==> src/rtl/data_mux_arbiter.sv <==
// ---------------------------------------------------------------------------
// data_mux_arbiter
//   N-channel registered data selector for the memory data path. Each input
//   channel offers a word with a valid/ready handshake; one winner per cycle
//   is chosen by fixed priority or round-robin, or by an explicit force
//   select. The winning word and its channel index are captured into a
//   one-entry output stage that feeds the memory/CPU write port.
//
// Parameters
//   WIDTH    data width per channel
//   N_CH     number of input channels (2..16)
//   RR_MODE  0 = fixed priority (lowest index wins), 1 = round-robin
//   SW       channel-index width (derived)
//
// Ports
//   clk        rising-edge clock
//   rst        asynchronous, active-high reset
//   in_data    packed channel words, channel i at [i*WIDTH +: WIDTH]
//   in_valid   per-channel word offered
//   in_ready   per-channel word accepted this cycle
//   force_en   bypass arbitration, only force_sel may be granted
//   force_sel  forced channel index (indices >= N_CH grant nothing)
//   out_data   registered selected word
//   out_ch     channel that supplied out_data
//   out_valid  output register holds a word
//   out_ready  consumer takes the word when out_valid & out_ready
//   busy       any input valid or output word pending
// ---------------------------------------------------------------------------
module data_mux_arbiter #(
  parameter int WIDTH   = 64,
  parameter int N_CH    = 4,
  parameter int RR_MODE = 1,
  localparam int SW     = (N_CH > 1) ? $clog2(N_CH) : 1
) (
  input  logic                  clk,
  input  logic                  rst,
  input  logic [N_CH*WIDTH-1:0] in_data,
  input  logic [N_CH-1:0]       in_valid,
  output logic [N_CH-1:0]       in_ready,
  input  logic                  force_en,
  input  logic [SW-1:0]         force_sel,
  output logic [WIDTH-1:0]      out_data,
  output logic [SW-1:0]         out_ch,
  output logic                  out_valid,
  input  logic                  out_ready,
  output logic                  busy
);

  logic [SW-1:0]    rr_ptr;
  logic [N_CH-1:0]  grant;
  logic [SW-1:0]    win_idx;
  logic [WIDTH-1:0] win_data;
  logic             ld;
  logic             xfer;

  // The output stage can take a new word whenever it is empty or its
  // current word is being consumed in this same cycle.
  assign ld       = ~out_valid | out_ready;
  assign in_ready = grant & {N_CH{ld}};
  assign xfer     = |(in_valid & in_ready);
  assign busy     = (|in_valid) | out_valid;

  // One-hot grant. Force mode matches force_sel against real channel
  // indices only, so an out-of-range select grants nothing. Round-robin
  // walks from rr_ptr upward with an explicit wrap so a non-power-of-2
  // channel count never produces an index >= N_CH.
  always_comb begin
    logic          found;
    logic [SW:0]   sum;
    logic [SW-1:0] idx;
    grant = '0;
    found = 1'b0;
    sum   = '0;
    idx   = '0;
    if (force_en) begin
      for (int i = 0; i < N_CH; i++) begin
        if (force_sel == SW'(i)) begin
          grant[i] = in_valid[i];
        end
      end
    end else if (RR_MODE == 0) begin
      for (int i = 0; i < N_CH; i++) begin
        if (!found && in_valid[i]) begin
          grant[i] = 1'b1;
          found    = 1'b1;
        end
      end
    end else begin
      for (int k = 0; k < N_CH; k++) begin
        sum = {1'b0, rr_ptr} + (SW+1)'(k);
        if (sum >= (SW+1)'(N_CH)) begin
          sum = sum - (SW+1)'(N_CH);
        end
        idx = sum[SW-1:0];
        if (!found && in_valid[idx]) begin
          grant[idx] = 1'b1;
          found      = 1'b1;
        end
      end
    end
  end

  // Encode the one-hot grant into an index and pick the matching word.
  always_comb begin
    win_idx  = '0;
    win_data = '0;
    for (int i = 0; i < N_CH; i++) begin
      if (grant[i]) begin
        win_idx  = SW'(i);
        win_data = in_data[i*WIDTH +: WIDTH];
      end
    end
  end

  // Output register and round-robin pointer. With no transfer the data
  // and channel fields hold; only out_valid falls once the old word drains.
  // Forced transfers do not disturb the round-robin order.
  always_ff @(posedge clk or posedge rst) begin
    if (rst) begin
      out_data  <= '0;
      out_ch    <= '0;
      out_valid <= 1'b0;
      rr_ptr    <= '0;
    end else begin
      if (ld) begin
        if (xfer) begin
          out_data  <= win_data;
          out_ch    <= win_idx;
          out_valid <= 1'b1;
        end else begin
          out_valid <= 1'b0;
        end
      end
      if (xfer && !force_en) begin
        rr_ptr <= (win_idx == SW'(N_CH-1)) ? '0 : win_idx + SW'(1);
      end
    end
  end

endmodule

==> config.mk <==
export PLATFORM = sky130hd
export DESIGN_NAME = data_mux_arbiter
export DESIGN_NICKNAME = d
export VERILOG_FILES = /design/src/rtl/data_mux_arbiter.sv
export SDC_FILE = /design/constraint.sdc
export NUM_CORES = 1
export LEC_CHECK = 0
export BUFFER_PORTS_ARGS = -buffer_cell sky130_fd_sc_hd__buf_2
export CORE_ASPECT_RATIO = 0.7
export CORE_UTILIZATION = 41
export DETAILED_ROUTE_END_ITERATION = 16
export PLACE_DENSITY = 0.78
export SYNTH_ARGS = -nofsm -noshare
export SYNTH_HDL_FRONTEND = slang
export SYNTH_SLANG_ARGS = --single-unit
==> constraint.sdc <==
create_clock -name clk -period 3.1 [get_ports clk]
set_input_delay 0.31 -clock clk [delete_from_list [all_inputs] [get_ports clk]]
set_output_delay 0.31 -clock clk [all_outputs]
set_load 0.02 [all_outputs]
==> flow_metrics.py <==
metrics = {
    "outcome": {
        "status": "finished with violations",
        "violations": "setup timing",
    },
    "drt": {
        "routedWlPerCell_um": 22.5,
        "drtIter0Drc": 754,
        "routed_wirelength_um": 28300,
        "drc": 0,
        "ant_nets": 0,
        "via_per_inst": 6.28,
        "drt-pass1-iter-count": 6,
        "routed-via-count": 7876,
    },
    "sta": {
        "skew_ns": 0.00962,
        "fin_ws_ns": -0.0100,
        "post-route-period-util_pct": 100,
        "fin_hold_ws_ns": 0.388,
        "relSlewSlack_pct": 48.7,
        "hold_violations": 0,
        "slew_violations": 0,
        "max_freq_mhz": 322,
        "worst_slew_pin_slew_ns": 0.768,
        "timing.final.crit_period_ns": 3.11,
        "finalSetupViolations": 1,
        "rsz0062_at_grt": "true",
    },
    "finish": {
        "mostFrequentLayoutCells": "333 x buf_2, 81 x buf_4, 80 x a311oi_1",
        "syn_to_final_growth_pct": 56.3,
        "drive_above_1_share_pct": 56.5,
        "nets": 1325,
        "final_common_cell": "buf_2",
        "nFillCells": 1219,
        "stdcell_area_um2": 9500,
    },
    "floorplanning": {
        "die-area_um2": 15300,
        "num_io_pins": 338,
        "coreArea_um2": 14200,
        "start_util_pct": 42.8,
        "rows": 36,
        "chipHeight_um": 104,
        "die_w_um": 148,
    },
    "synth": {
        "avgSynthCellArea_um2": 8.92,
        "synth_ff_type": "dfrtp_1",
        "synth_edf_count": 0,
        "ys_seq_area_share_pct": 28.4,
        "synthesis.nets": 953,
        "synth_cell_types": 48,
        "synthesis.area_um2": 6080,
        "yosysWarnings": 0,
        "async_flop_share_pct": 100,
        "synth_seq_cells": 69,
        "synthCells": 681,
    },
    "global_routing": {
        "track_usage_pct": 34.2,
        "antenna_found_initial": 7,
        "grt_pass1_wl_um": 41100,
        "grt_overflow": 0,
        "grt_pass1_vias": 7427,
        "grt_max_degree": 48,
    },
    "power_and_ir_drop": {
        "ir_worst_vdd_mv": 0.418,
        "p_leak_nw": 4.38,
        "p_per_area_nw_per_um2": 922,
    },
    "clock_network": {
        "cts_tree": "done",
        "clock_latency_ns": 0.34,
        "path_clk_slew_ns": 0.06,
        "cts_max_level": 3,
        "cts.path.max_buffers": 2,
        "cts_buffers": 9,
        "root_buffer": "clkbuf_16",
        "clock_sinks": 69,
    },
    "run": {
        "maxCapViolCount": 0,
    },
    "critical_path": {
        "critPathArrivalTime_ns": 2.80,
        "worstSetupEndpointType": "output pin",
        "critical_path.startpoint_type": "register",
        "required_ns": 2.79,
        "critPathMaxFanout": 6,
        "crit_type": "register to output pin",
    },
    "place": {
        "place_congestion": 0.931,
        "dp_hpwl_um": 18900,
        "dpl_cell_area_um2": 8420,
        "port_buffers": 337,
    },
    "min_path": {
        "hold_class": "input pin to register",
    },
}
[state kept, by name, summed over array words and instances, names as in the netlist]
signal     flops
out_data      64
out_ch         2
rr_ptr         2
out_valid      1
[critical path: stages (launching register included)]
cell and delay (ns):
dfrtp_2 0.44, inv_2 0.09, ha_4 0.21, buf_4 0.16, or3b_2 0.46, a21oi_2 0.16, a311oi_2 0.09, a32oi_4 0.37
buf_12 0.15, nor2b_1 0.17, buf_4 0.17
[synth_stat cells, types with 6 or more instances]
cell type | n | share of area (%)
a311oi_1 | 83 | 12
dfrtp_1 | 69 | 28
clkbuf_1 | 62 | 3.8
mux2_4 | 50 | 12
inv_1 | 48 | 3.0
o21ai_0 | 46 | 3.8
nor3_1 | 43 | 3.5
a221oi_1 | 41 | 5.9
a21oi_1 | 29 | 2.4
nor2_1 | 29 | 1.8
a31oi_1 | 28 | 2.9
nand4_1 | 24 | 2.5
o211ai_1 | 23 | 2.8
buf_2 | 18 | 1.5
mux2_2 | 17 | 3.2
nand2_1 | 10 | 0.62
buf_6 | 6 | 1.1
ha_1 | 6 | 1.2
[final timing paths]
| check | cells after the start | slack (ns) | from | endpoint |
|---|---|---|---|---|
| min reg2reg | 1 | 0.50 | out_data[0]$_DFFE_PP0P_ | out_data[0]$_DFFE_PP0P_ |
| max reg2reg | 12 | 0.04 | rr_ptr[0]$_DFFE_PP0P_ | out_data[12]$_DFFE_PP0P_ |
| max in group asynchronous | 4 | 1.74 | rst | out_data[38]$_DFFE_PP0P_ |
| min in group asynchronous | 3 | 0.55 | rst | out_data[45]$_DFFE_PP0P_ |
| max | 10 | -0.01 | rr_ptr[0]$_DFFE_PP0P_ | in_ready[0] |
| min | 4 | 0.39 | in_data[252] | out_data[60]$_DFFE_PP0P_ |
[through the flow]
step	instances	util, %	power [mW]	setup WS, ns	setup TNS, ns
6_report	1254	66.9	8.76	-0.0100	-0.0100
5_1_grt	1253	66.9	9.16	-0.0792	-0.576
4_1_cts	1225	63.1	8.26	-0.0224	-0.0277
3_5_place_dp	1194	59.4	6.90	-0.215	-6.21
3_3_place_gp	1194	59.4	6.85	-0.103	-3.17
2_1_floorplan	681	-	5.04	0.0572	0
[cells by family after synthesis]
| kind of cell | share of synthesized area, % |
|---|---|
| mux | 16.2 |
| fa+ha+maj | 1.24 |
| buf+inv | 9.58 |
| flops | 28.4 |
| simple gates | 11.8 |
| compound gates | 32.7 |
[what timing repair did]
item | CTS | global route
endpoints found under the hold margin | 24 | 0
pin swaps | 6 | 13
cloned | 4 | 6
buffers inserted | 10 | 17
hold buffers | 1 | 0
endpoints found under the setup margin | 70 | 71
resized for setup | 14 | 62
[cell type report]
type | count | area, um^2 | share of cell area, %
flip-flops and latches | 69 | 1730 | 18.2
clock inverters | 5 | 58.8 | 0.619
diodes | 6 | 15.0 | 0.158
well taps | 190 | 238 | 2.50
inverters | 48 | 181 | 1.91
multi-input cells | 478 | 4150 | 43.7
clock buffers | 11 | 253 | 2.66
repair buffers | 447 | 2880 | 30.3
[where the power goes]
| part | total, mW | switching [mW] | internal, mW |
|---|---|---|---|
| Combinational | 5.99 | 3.19 | 2.80 |
| Clock | 1.10 | 0.430 | 0.667 |
| Sequential | 1.67 | 0.301 | 1.37 |
[metal layers]
layer,vias to the layer above,GRT usage [%],share of wire (%)
met1,3740,45.4,40
met5,-,0,0.046
met4,2,13.8,2.8
met2,598,52.7,45
met3,68,8.82,12
li1,3468,-,-
Power figures use the tool's default switching activity.
